## src/rtl/ir_prefetch_decode.sv

```systemverilog
// ir_prefetch_decode: byte prefetch queue, multi-byte assembler, decoded issue.
// Optional IR_ILLEGAL_TRAP_EN: illegal opcodes issue as cls=7 and halt.

module ir_prefetch_decode #(
  parameter int DEPTH = 4,
  parameter int OPW   = 8
) (
  input  logic                       CLK,
  input  logic                       RSTn,
  input  logic                       flush,
  input  logic                       in_valid,
  output logic                       in_ready,
  input  logic [7:0]                 Din,
  output logic                       out_valid,
  input  logic                       out_ready,
  output logic [7:0]                 opcode,
  output logic [OPW-1:0]             operand,
  output logic [2:0]                 cls,
  output logic [2:0]                 alu_op,
  output logic [1:0]                 alu_mode,
  output logic                       halted,
  output logic [$clog2(DEPTH+1)-1:0] count
);

  localparam int CW = $clog2(DEPTH+1);
  localparam int AW = $clog2(DEPTH);
  localparam int NB = OPW / 8;
  localparam logic [CW-1:0] DEPTH_C = CW'(DEPTH);
  localparam logic [2:0] CLS_HALT = 3'd4;
  localparam logic [2:0] CLS_ILL  = 3'd7;
`ifdef IR_ILLEGAL_TRAP_EN
  localparam bit TRAP = 1'b1;
`else
  localparam bit TRAP = 1'b0;
`endif

  typedef enum logic [1:0] {
    FETCH, OPND, ISSUE, PARK
  } state_t;

  typedef struct packed {
    logic [2:0] cls;
    logic [2:0] alu_op;
    logic [1:0] alu_mode;
    logic       has_opnd;
  } dec_t;

  function automatic dec_t decode(input logic [7:0] b);
    dec_t d;
    logic [7:0] t;
    d = '0;
    t = b - 8'h92;
    unique case (1'b1)
      (b == 8'h90) || (b == 8'h91): begin
        d.cls = 3'd0;
        d.alu_mode = {1'b0, b[0]};
        d.has_opnd = 1'b1;
      end
      (b >= 8'h92) && (b <= 8'hA9): begin
        d.cls = 3'd1;
        d.alu_op = t[4:2];
        d.alu_mode = t[1:0];
      end
      b == 8'hC0: begin
        d.cls = 3'd2;
        d.has_opnd = 1'b1;
      end
      b == 8'hC1: begin
        d.cls = 3'd3;
        d.has_opnd = 1'b1;
      end
      b == 8'hFF: d.cls = CLS_HALT;
      default:    d.cls = CLS_ILL;
    endcase
    return d;
  endfunction

  logic [7:0]    mem [DEPTH];
  logic [AW-1:0] rd_ptr, wr_ptr;
  logic [0:0]    bcnt;
  state_t        state, state_nxt, op_tgt;
  logic [7:0]    head;
  dec_t          hd;
  logic          push, pop, take_op, take_byte, set_halt;
  logic          nonempty, last_byte, stop_op;

  assign head      = mem[rd_ptr];
  assign hd        = decode(head);
  assign nonempty  = count != '0;
  assign last_byte = bcnt == 1'(NB-1);
  assign stop_op   = (cls == CLS_HALT) || (TRAP && cls == CLS_ILL);
  assign push      = in_valid && in_ready;
  assign op_tgt    = hd.has_opnd ? OPND :
                     ((hd.cls == CLS_ILL) && !TRAP) ? FETCH : ISSUE;

  // State register
  always_ff @(posedge CLK) begin
    if (!RSTn) state <= FETCH;
    else       state <= state_nxt;
  end

  // Next state plus queue/field strobes; flush overrides everything
  always_comb begin
    state_nxt = state;
    pop       = 1'b0;
    take_op   = 1'b0;
    take_byte = 1'b0;
    set_halt  = 1'b0;
    if (flush) begin
      state_nxt = (state == PARK) ? PARK : FETCH;
    end else begin
      unique case (state)
        FETCH: if (nonempty) begin
          pop       = 1'b1;
          take_op   = 1'b1;
          state_nxt = op_tgt;
        end
        OPND: if (nonempty) begin
          pop       = 1'b1;
          take_byte = 1'b1;
          if (last_byte) state_nxt = ISSUE;
        end
        ISSUE: if (out_ready) begin
          if (stop_op) begin
            set_halt  = 1'b1;
            state_nxt = PARK;
          end else if (nonempty) begin
            pop       = 1'b1;
            take_op   = 1'b1;
            state_nxt = op_tgt;
          end else begin
            state_nxt = FETCH;
          end
        end
        PARK: state_nxt = PARK;
      endcase
    end
  end

  // Handshake outputs
  always_comb begin
    out_valid = (state == ISSUE);
    in_ready  = (count < DEPTH_C) && !halted && !flush;
  end

  // Queue storage, no reset needed
  always_ff @(posedge CLK) begin
    if (push) mem[wr_ptr] <= Din;
  end

  // Queue pointers, halt flag and decoded fields
  always_ff @(posedge CLK) begin
    if (!RSTn) begin
      rd_ptr   <= '0;
      wr_ptr   <= '0;
      count    <= '0;
      halted   <= 1'b0;
      bcnt     <= '0;
      opcode   <= '0;
      operand  <= '0;
      cls      <= '0;
      alu_op   <= '0;
      alu_mode <= '0;
    end else begin
      if (flush) begin
        rd_ptr <= '0;
        wr_ptr <= '0;
        count  <= '0;
      end else begin
        if (push) wr_ptr <= wr_ptr + AW'(1);
        if (pop)  rd_ptr <= rd_ptr + AW'(1);
        count <= count + CW'(push) - CW'(pop);
      end
      if (set_halt) halted <= 1'b1;
      if (take_op) begin
        opcode   <= head;
        cls      <= hd.cls;
        alu_op   <= hd.alu_op;
        alu_mode <= hd.alu_mode;
        operand  <= '0;
        bcnt     <= '0;
      end
      if (take_byte) begin
        if (bcnt == 1'b0) operand[7:0] <= head;
        else              operand[OPW-1 -: 8] <= head;
        bcnt <= bcnt + 1'b1;
      end
    end
  end

endmodule

```

## config.mk

```make
export PLATFORM = sky130hd
export DESIGN_NAME = ir_prefetch_decode
export DESIGN_NICKNAME = d
export VERILOG_FILES = /design/src/rtl/ir_prefetch_decode.sv
export SDC_FILE = /design/constraint.sdc
export NUM_CORES = 1
export LEC_CHECK = 0
export ABC_CLOCK_PERIOD_IN_PS = 6540
export CAP_MARGIN = 20
export CORE_MARGIN = 1
export CORE_UTILIZATION = 45
export DETAILED_ROUTE_END_ITERATION = 10
export GPL_ROUTABILITY_DRIVEN = 0
export PLACE_DENSITY = 0.68
export SKIP_LAST_GASP = 1
export SLEW_MARGIN = 25
export SYNTH_ARGS = -nofsm -noshare
export SYNTH_HDL_FRONTEND = slang
export SYNTH_SLANG_ARGS = --single-unit
```

## constraint.sdc

```tcl
create_clock -name CLK -period 6.54 [get_ports CLK]
set_clock_uncertainty 0.15 [all_clocks]
set_input_delay 1.308 -clock CLK [delete_from_list [all_inputs] [get_ports CLK]]
set_output_delay 1.308 -clock CLK [all_outputs]
set_load 0.01 [all_outputs]
```

==> results.cfg <==
[status]
status = finished clean

[synthesis]
synthCells = 243
syn_area_per_cell_sq_um = 12.19
ys_seq_elements = 69
synthTopCellsByArea = edfxtp_1, dfxtp_1, mux4_1
netlist_area_sq_um = 2963
ys_types = 50
synthFlopType = dfxtp_1
synthArstFlopShare = 0
syn-num-nets = 264
synth_top_area_share = 0.3243
synth-seq-area-share = 0.5743
synth-edff-count = 32
yosysWarnings = 0
yosysTopAreaCell = edfxtp_1

[layout]
stdcell_area_sq_um = 3641
final_util = 0.5734
fin_nets = 307
area_growth_pct = 22.89
drive_gt1_frac = 0.09966
diodes = 0

[global_routing]
antenna_found_initial = 0
grt_use_total = 0.1725
grt_pass1_wl_mm = 9.266
grt_max_degree = 20
grt_overflow = 0
grt_pass1_vias = 1906

[detailed_routing]
drt_iter0_drc = 53
drtPass1Iterations = 4
drt_wl_total_mm = 5.519
wire_per_inst_um = 15.00
ant_nets = 0
num_vias = 1928
via_per_inst = 5.239
drc = 0

[die]
num_io_pins = 43
die_area_sq_um = 6912
fp.dieW_um = 83.14
core_sq_um = 6350
start_util = 0.4666
rows = 29
die_h_um = 83.14

[place]
pre_cts_slack_ns = 2.065
hpwl_mm = 3.812
post_dp_cell_area_sq_um = 3427
io_buffers = 42

[critical_path]
crit_type = in2out
end_kind = primary output
crit_fanout = 10
critPathArrivalTime_ns = 3.01
cp.required_ns = 5.08
worst_setup_path_start_kind = input port

[sta]
setup_viol = 0
relSlewSlack = 0.4050
worst_slew_pin_slew_ns = 0.8857
hold_violations = 0
grt_setup_unrepaired = false
setup_ws_ns = 2.072
drv_slew = 0
tns_ns = 0
fin_crit_ns = 4.468
fmax_ghz = 0.2238
timing.final.crit_share = 0.6832

[clocking]
cts_root_buf = clkbuf_8
clk_pin_slew_ns = 0.07
h-tree-depth = 3
cts_buffer_depth = 2
ctsResizeCount = 0
hold_buffers = 0
cts_buffers = 9
cts_setup_buffers = 0
insertion_delay_ns = 0.33
cts_tree = done
clock-sinks = 69

[pwr]
power_density_nw_per_um2 = 251.5
totalPowerFinal_uw = 915.8
power_leakage_nw = 1.265
ir_drop_mv = 0.1570

[hold_path]
hp-class = reg2reg

[job]
drv_cap = 0
## per-layer routing
| metal | vias to the layer above | share of wire | track usage | wire length (um) |
|---|---|---|---|---|
| li1 | 965 | - | - | - |
| met1 | 911 | 0.45 | 0.2137 | 2483 |
| met2 | 46 | 0.49 | 0.2802 | 2726 |
| met3 | 6 | 0.042 | 0.05865 | 232 |
| met4 | 0 | 0.014 | 0.06270 | 76 |
| met5 | - | 0 | 0 | 0 |
## where the power goes
part | internal, mW | switching (mW)
Sequential | 0.461 | 0.00590
Combinational | 0.0384 | 0.0451
Clock | 0.212 | 0.153
## final cells by class
type	count	area [sq um]
timing repair buffer	45	442.9
sequential	69	1702
clock buffer	9	123.9
fill	555	2709
tap	77	96.34
multi-input combinational	150	1145
clock inverter	7	90.09
inverter	11	41.29
## critical path, stage by stage
cell and delay, ns:
clkdlybuf4s50_1 0.59, nor3_1 0.48, clkdlybuf4s50_1 0.62
## per-stage QoR
stage / hold WS (ns) / std cells
floorplan: 0.3290 / 243
global placement: 0.2930 / 352
detailed placement: 0.2976 / 352
CTS: 0.3068 / 368
global route: 0.3172 / 368
finish: 0.3035 / 368
## cell usage in the layout, fill, tap and decap left out, types with 3 or more instances in the layout
cell type,count
nand2b_1,3
a21boi_0,8
mux4_1,5
inv_1,11
o21ai_0,4
mux4_2,3
a21oi_1,8
xnor2_1,5
nor2b_1,4
clkbuf_8,9
dfxtp_1,37
nor2_1,22
ha_1,7
nor3_1,4
edfxtp_1,32
clkdlybuf4s50_1,42
or3_2,3
a22oi_1,8
buf_4,3
xor2_1,3
and3_1,4
nand2_1,24
## path summary, 6_finish.rpt
path / start / end / slack [ns] / cells past startpoint
setup / recovery: flush / in_ready / 2.07 / 3
hold / removal: opcode[7] / opcode[7] / 0.30 / 2
setup reg to reg: count[2] / count[2] / 3.35 / 12
hold reg to reg: opcode[7] / opcode[7] / 0.30 / 2
## sequential cells by signal (all words and copies together) (netlist names), 2 cells and up, named ones only
register / flops
mem: 32
opcode: 8
operand: 8
alu_op: 3
cls: 3
count: 3
alu_mode: 2
rd_ptr: 2
state: 2
wr_ptr: 2
## cell usage after synthesis (2+ instances only)
cell type / instances
nor4b_1: 2
inv_1: 11
a21boi_1: 2
a22oi_1: 8
or3_2: 3
o31ai_1: 2
nor2_1: 22
mux4_1: 5
nand4_1: 2
nand4b_1: 2
nor3b_1: 2
nand2b_1: 3
ha_1: 7
edfxtp_1: 32
buf_6: 2
mux2i_1: 2
xnor2_1: 5
dfxtp_1: 37
a21boi_0: 8
o21ai_0: 4
clkbuf_1: 6
mux4_2: 3
nand3_1: 2
nor2b_1: 4
a2111oi_0: 2
nand2_1: 24
buf_4: 3
nor3_1: 4
a21oi_1: 8
and3_1: 4
xor2_1: 3
## kinds of logic after synthesis
logic type                 synth area share
DFF                                  0.5743
xor gates and xnor gates            0.02365
and+or+nand+nor                      0.1385
muxes                               0.07390
buffers and inverters               0.04138
AOI/OAI and AO/OA                    0.1119
adders and majority gates           0.03632
Note: power is estimated with default switching activity, not from simulation.
==> RTL edit 1: new RTL, same flow settings <==
The 4 states of `state_t` get a one-hot encoding in 4 bits.
--- a/src/rtl/ir_prefetch_decode.sv
+++ b/src/rtl/ir_prefetch_decode.sv
@@ -34,8 +34,8 @@
   localparam bit TRAP = 1'b0;
 `endif
 
-  typedef enum logic [1:0] {
-    FETCH, OPND, ISSUE, PARK
+  typedef enum logic [3:0] {
+    FETCH = 4'b0001, OPND = 4'b0010, ISSUE = 4'b0100, PARK = 4'b1000
   } state_t;
 
   typedef struct packed {
Check against the original RTL: same outputs for any inputs over 4 cycles, from zero or initial values and one cycle with RSTn low; so few cycles prove little.
==> RTL edit 1 against the unedited design <==
Sequential cell count is 2 higher. Wire length up 11%. Final area up 4.2%. Global-route usage up 0.52 points. Setup slack improved by 0.041 ns. Total power shrank 0.26%. Area after synthesis rose by 5.7%. Critical path depth did not move. Sequential share of layout area fell by 0.81 points. Largest power group unchanged.
==> RTL edit 1: results (changes against the unedited design) <==
INFO  hold_path      hold_path_end=alu_op[2]$_SDFFE_PN0P_
INFO  detailed_routing num_vias=2150 [+12%]
INFO  setup_path     critical_path.max_fanout=6 [-4]
INFO  grt            gr-usage-met3=0.0516 [-0.00709]
INFO  power_and_ir_drop seq_cell_power=0.479mW [+3%]
INFO  detailed_routing met1_length=2740um [+10%]
INFO  detailed_routing routed-wl-met3=252um [+8.6%]
INFO  synth          synth.yosys.seq_area_share=0.556 [-0.0180]
INFO  layout         nNonClkBuffers=43 [-4.4%]
INFO  synth          synthDistinctLibCells=52 [+4.0%]
INFO  layout         clock_area_frac=0.0528 [-0.00598]
INFO  setup_path     reg2reg_depth=13 [+1]
INFO  setup_path     setup.reg_to_reg.worst_slack=3.34ns [about the same]
INFO  layout         clock_buffer_instance_count_of_the_final_layout=11 [+2]
INFO  grt            grt.total_usage=0.178 [+0.00519]
INFO  synth          synth-xor-area-share=0.0196 [-0.00406]
INFO  power_and_ir_drop max-vdd-ir-drop=147uV [-6.6%]
INFO  layout         final-nonclk-buf-share=0.113 [-0.00882]
INFO  synth          synth-seq-cells=71 [+2.9%]
INFO  power_and_ir_drop sw_frac_of_total=0.234 [+0.0113]
INFO  layout         finalNetCount=330 [+7.5%]
INFO  run_status     status=finished, final reports clean
INFO  setup_path     worst_path_largest_cell_delay=0.64ns [+0.02 ns]
INFO  power_and_ir_drop combinationalPowerShare=0.095 [+0.004]
INFO  power_and_ir_drop report.power.total=0.913mW [-0.26%]
INFO  detailed_routing initialDrtViolationCount=93 [+75%]
INFO  layout         multiInputCombCellCount=175 [+17%]
INFO  sta            slew_headroom=0.373 [-0.0318]
INFO  synth          netlist_top_cells_area=edfxtp_1 31%, dfxtp_1 25%, mux4_2 5.8%
INFO  grt            wire_length_of_the_first_global_routing_pass=9820um [+6.0%]
INFO  grt            grt_max_degree=32 [+60%]
INFO  hold_path      hp-start=alu_op[2]$_SDFFE_PN0P_
INFO  layout         multiInputGateArea=1290um2 [+13%]
INFO  layout         final.fill_count=611 [+10%]
INFO  layout         drive_gt1_frac=0.102 [+0.00225]
INFO  setup_path     cp.arrival=2.97ns [-0.04 ns]
INFO  synth          syn-num-nets=289 [+9.5%]
INFO  layout         seq_share=0.459 [-0.00810]
INFO  detailed_routing routedWlPerCell=15.5um [+3.4%]
INFO  grt            met1_usage=0.232 [+0.0181]
INFO  synth          synth_commonest_cells=39 x dfxtp_1, 32 x edfxtp_1, 24 x nand2_1
-- RTL edit 1: cell types whose count changed in the layout (fill, tap and decap cells not counted), sizes merged, moves of 3 or more --
cell,before,now
o21ai,4,11
mux2i,2,8
a31oi,0,3
nor2,22,14
a22oi,8,0
or3,4,0
nor3b,2,5
inv,11,8
nor3,4,7
a21oi,9,5
nand3,2,12
nor2b,4,13
and2,1,6
-- RTL edit 1: per-stage QoR --
step / setup slack [ns] / hold WS, ns / util / area [um2] / instances
after floorplan: 3.00 / 0.329 / - / 3130 / 268
after global placement: 2.17 / 0.310 / 0.532 / 3590 / 378
after detailed placement: 2.15 / 0.318 / 0.532 / 3590 / 378
after CTS: 2.15 / 0.328 / 0.561 / 3790 / 394
after global routing: 2.02 / 0.351 / 0.561 / 3790 / 394
final: 2.11 / 0.327 / 0.561 / 3790 / 394
==> RTL edit 2: new RTL, same settings <==
Without the edit above. The parameter `DEPTH` goes from 4 to 2.
--- a/src/rtl/ir_prefetch_decode.sv
+++ b/src/rtl/ir_prefetch_decode.sv
@@ -2,7 +2,7 @@
 // Optional IR_ILLEGAL_TRAP_EN: illegal opcodes issue as cls=7 and halt.
 
 module ir_prefetch_decode #(
-  parameter int DEPTH = 4,
+  parameter int DEPTH = 2,
   parameter int OPW   = 8
 ) (
   input  logic                       CLK,
Ports: changed (resized count); port bits go from 43 to 42. No check against the original RTL was run, so the function may have changed too.
==> RTL edit 2 against the unedited design <==
Total power shrank 34%. Count of clock-buffer cells in the layout down 2. Wire length is 16% lower. Critical path depth did not move. Area after synthesis fell by 22%. Setup slack worse by 0.034 ns. Sequential cell count decreased by 20. Final area decreased by 21%.
==> RTL edit 2: results (changes against the unedited design) <==
INFO  run_status     status=finished, final reports clean
INFO  synth          synth.yosys.seq_area_share=0.494 [-0.0803]
INFO  synth          number_of_enable_flip_flop_cells_after_synthesis=16 [-50%]
INFO  layout         finalNetCount=273 [-11%]
INFO  clocking       clk_pin_slew_worst_paths=0.09ns [+0.02 ns]
INFO  synth          synthDistinctLibCells=54 [+8.0%]
INFO  layout         drive_gt1_frac=0.0853 [-0.0144]
INFO  grt            grt_max_degree=31 [+55%]
INFO  hold_path      hp-start=alu_mode[0]$_SDFFE_PN0P_
INFO  setup_path     cp.arrival=3.04ns [+0.03 ns]
INFO  grt            wire_length_of_the_first_global_routing_pass=7670um [-17%]
INFO  power_and_ir_drop max-vdd-ir-drop=128uV [-18%]
INFO  detailed_routing routedWlPerCell=14.3um [-4.8%]
INFO  detailed_routing drt_pre_antenna_iters=4 [unchanged]
INFO  setup_path     crit-reg2reg-launch=count[1]$_SDFF_PP0_
INFO  detailed_routing initialDrtViolationCount=133 [+150%]
INFO  place          detailedPlacementHpwl=3450um [-9.5%]
INFO  setup_path     critical_path.max_fanout=13 [+3]
INFO  synth          synth_commonest_cells=33 x dfxtp_1, 22 x nand2_1, 16 x edfxtp_1
INFO  setup_path     setup.reg_to_reg.worst_slack=3.94ns [+0.59 ns]
INFO  place          place.port_buffers=41 [-2.4%]
INFO  power_and_ir_drop power.static_leakage=1.08nW [-15%]
INFO  hold_path      hold_path_class=register to register
INFO  layout         reg_top3=mem: 16 flops, opcode: 8 flops, operand: 8 flops
INFO  synth          syn-num-nets=236 [-11%]
INFO  sta            worst_margin_pin_slew=0.929ns [+0.0430 ns]
INFO  synth          ys_async_sr_fraction=0 [unchanged]
INFO  detailed_routing avgViaCountPerCell=5.46 [+4.2%]
INFO  clocking       numCtsBuffers=5 [-4]
INFO  synth          netlist_top_cells_area=dfxtp_1 29%, edfxtp_1 21%, nand2_1 3.6%
INFO  grt            number_of_global_route_vias_before_repair=1600 [-16%]
INFO  clocking       cts_max_level=2 [-1]
INFO  clocking       insertion_delay=0.30ns [-0.03 ns]
INFO  grt            grt.total_usage=0.189 [+0.0167]
INFO  setup_path     reg2reg_depth=10 [-2]
[RTL edit 2: path summary, 6_finish.rpt]
check	endpoint
max	in_ready
min	alu_mode[0]$_SDFFE_PN0P_
max reg2reg	count[1]$_SDFF_PP0_
min reg2reg	alu_mode[0]$_SDFFE_PN0P_
[RTL edit 2: worst max-delay path, stage by stage]
cell	delay, ns
clkdlybuf4s50_1	0.66
nor3_1	0.46
clkdlybuf4s50_1	0.61
[RTL edit 2: stage by stage]
stage          worst slack (ns)  hold WS (ns)  instances  area (um2)   util
6_report                   2.04         0.302        325        2860  0.594
4_1_cts                    2.05         0.306        325        2860  0.594
2_1_floorplan              3.20         0.322        220        2310      -
5_1_grt                    1.90         0.347        325        2860  0.594
3_3_place_gp               2.13         0.292        316        2730  0.567
3_5_place_dp               2.06         0.293        317        2740  0.570
[RTL edit 2: area by class of cell]
cell class,count,area [um2]
Clock buffer,7,86.3
Sequential cell,49,1140
Timing Repair Buffer,42,422
Inverter,4,15.0
Clock inverter,1,30.0
Tap cell,67,83.8
Fill cell,445,1960
Multi-Input combinational cell,155,1080
[RTL edit 2: cells by family (layout without fill, tap and decap cells)]
logic type / after synthesis / in the layout / synth area share
adders and majority gates: 3 / 3 / 0.0163
AOI/OAI and AO/OA: 50 / 50 / 0.175
buffers and inverters: 16 / 54 / 0.0374
DFF: 49 / 49 / 0.494
and+or+nand+nor: 88 / 88 / 0.214
muxes: 8 / 8 / 0.0406
xor gates and xnor gates: 6 / 6 / 0.0228
[RTL edit 2: power breakdown]
part / switching [mW] / total (mW) / leakage, nW / internal, mW
registers: 0.00622 / 0.328 / 0.413 / 0.321
clock network: 0.0953 / 0.220 / 0.0585 / 0.125
logic: 0.0305 / 0.0595 / 0.608 / 0.0290
total: 0.132 / 0.607 / 1.08 / 0.475
[RTL edit 2: routing by layer]
layer  GRT usage  share of wire
met2       0.280           0.46
met3      0.0466          0.042
met4      0.0705          0.017
met5           0              0
met1       0.266           0.49
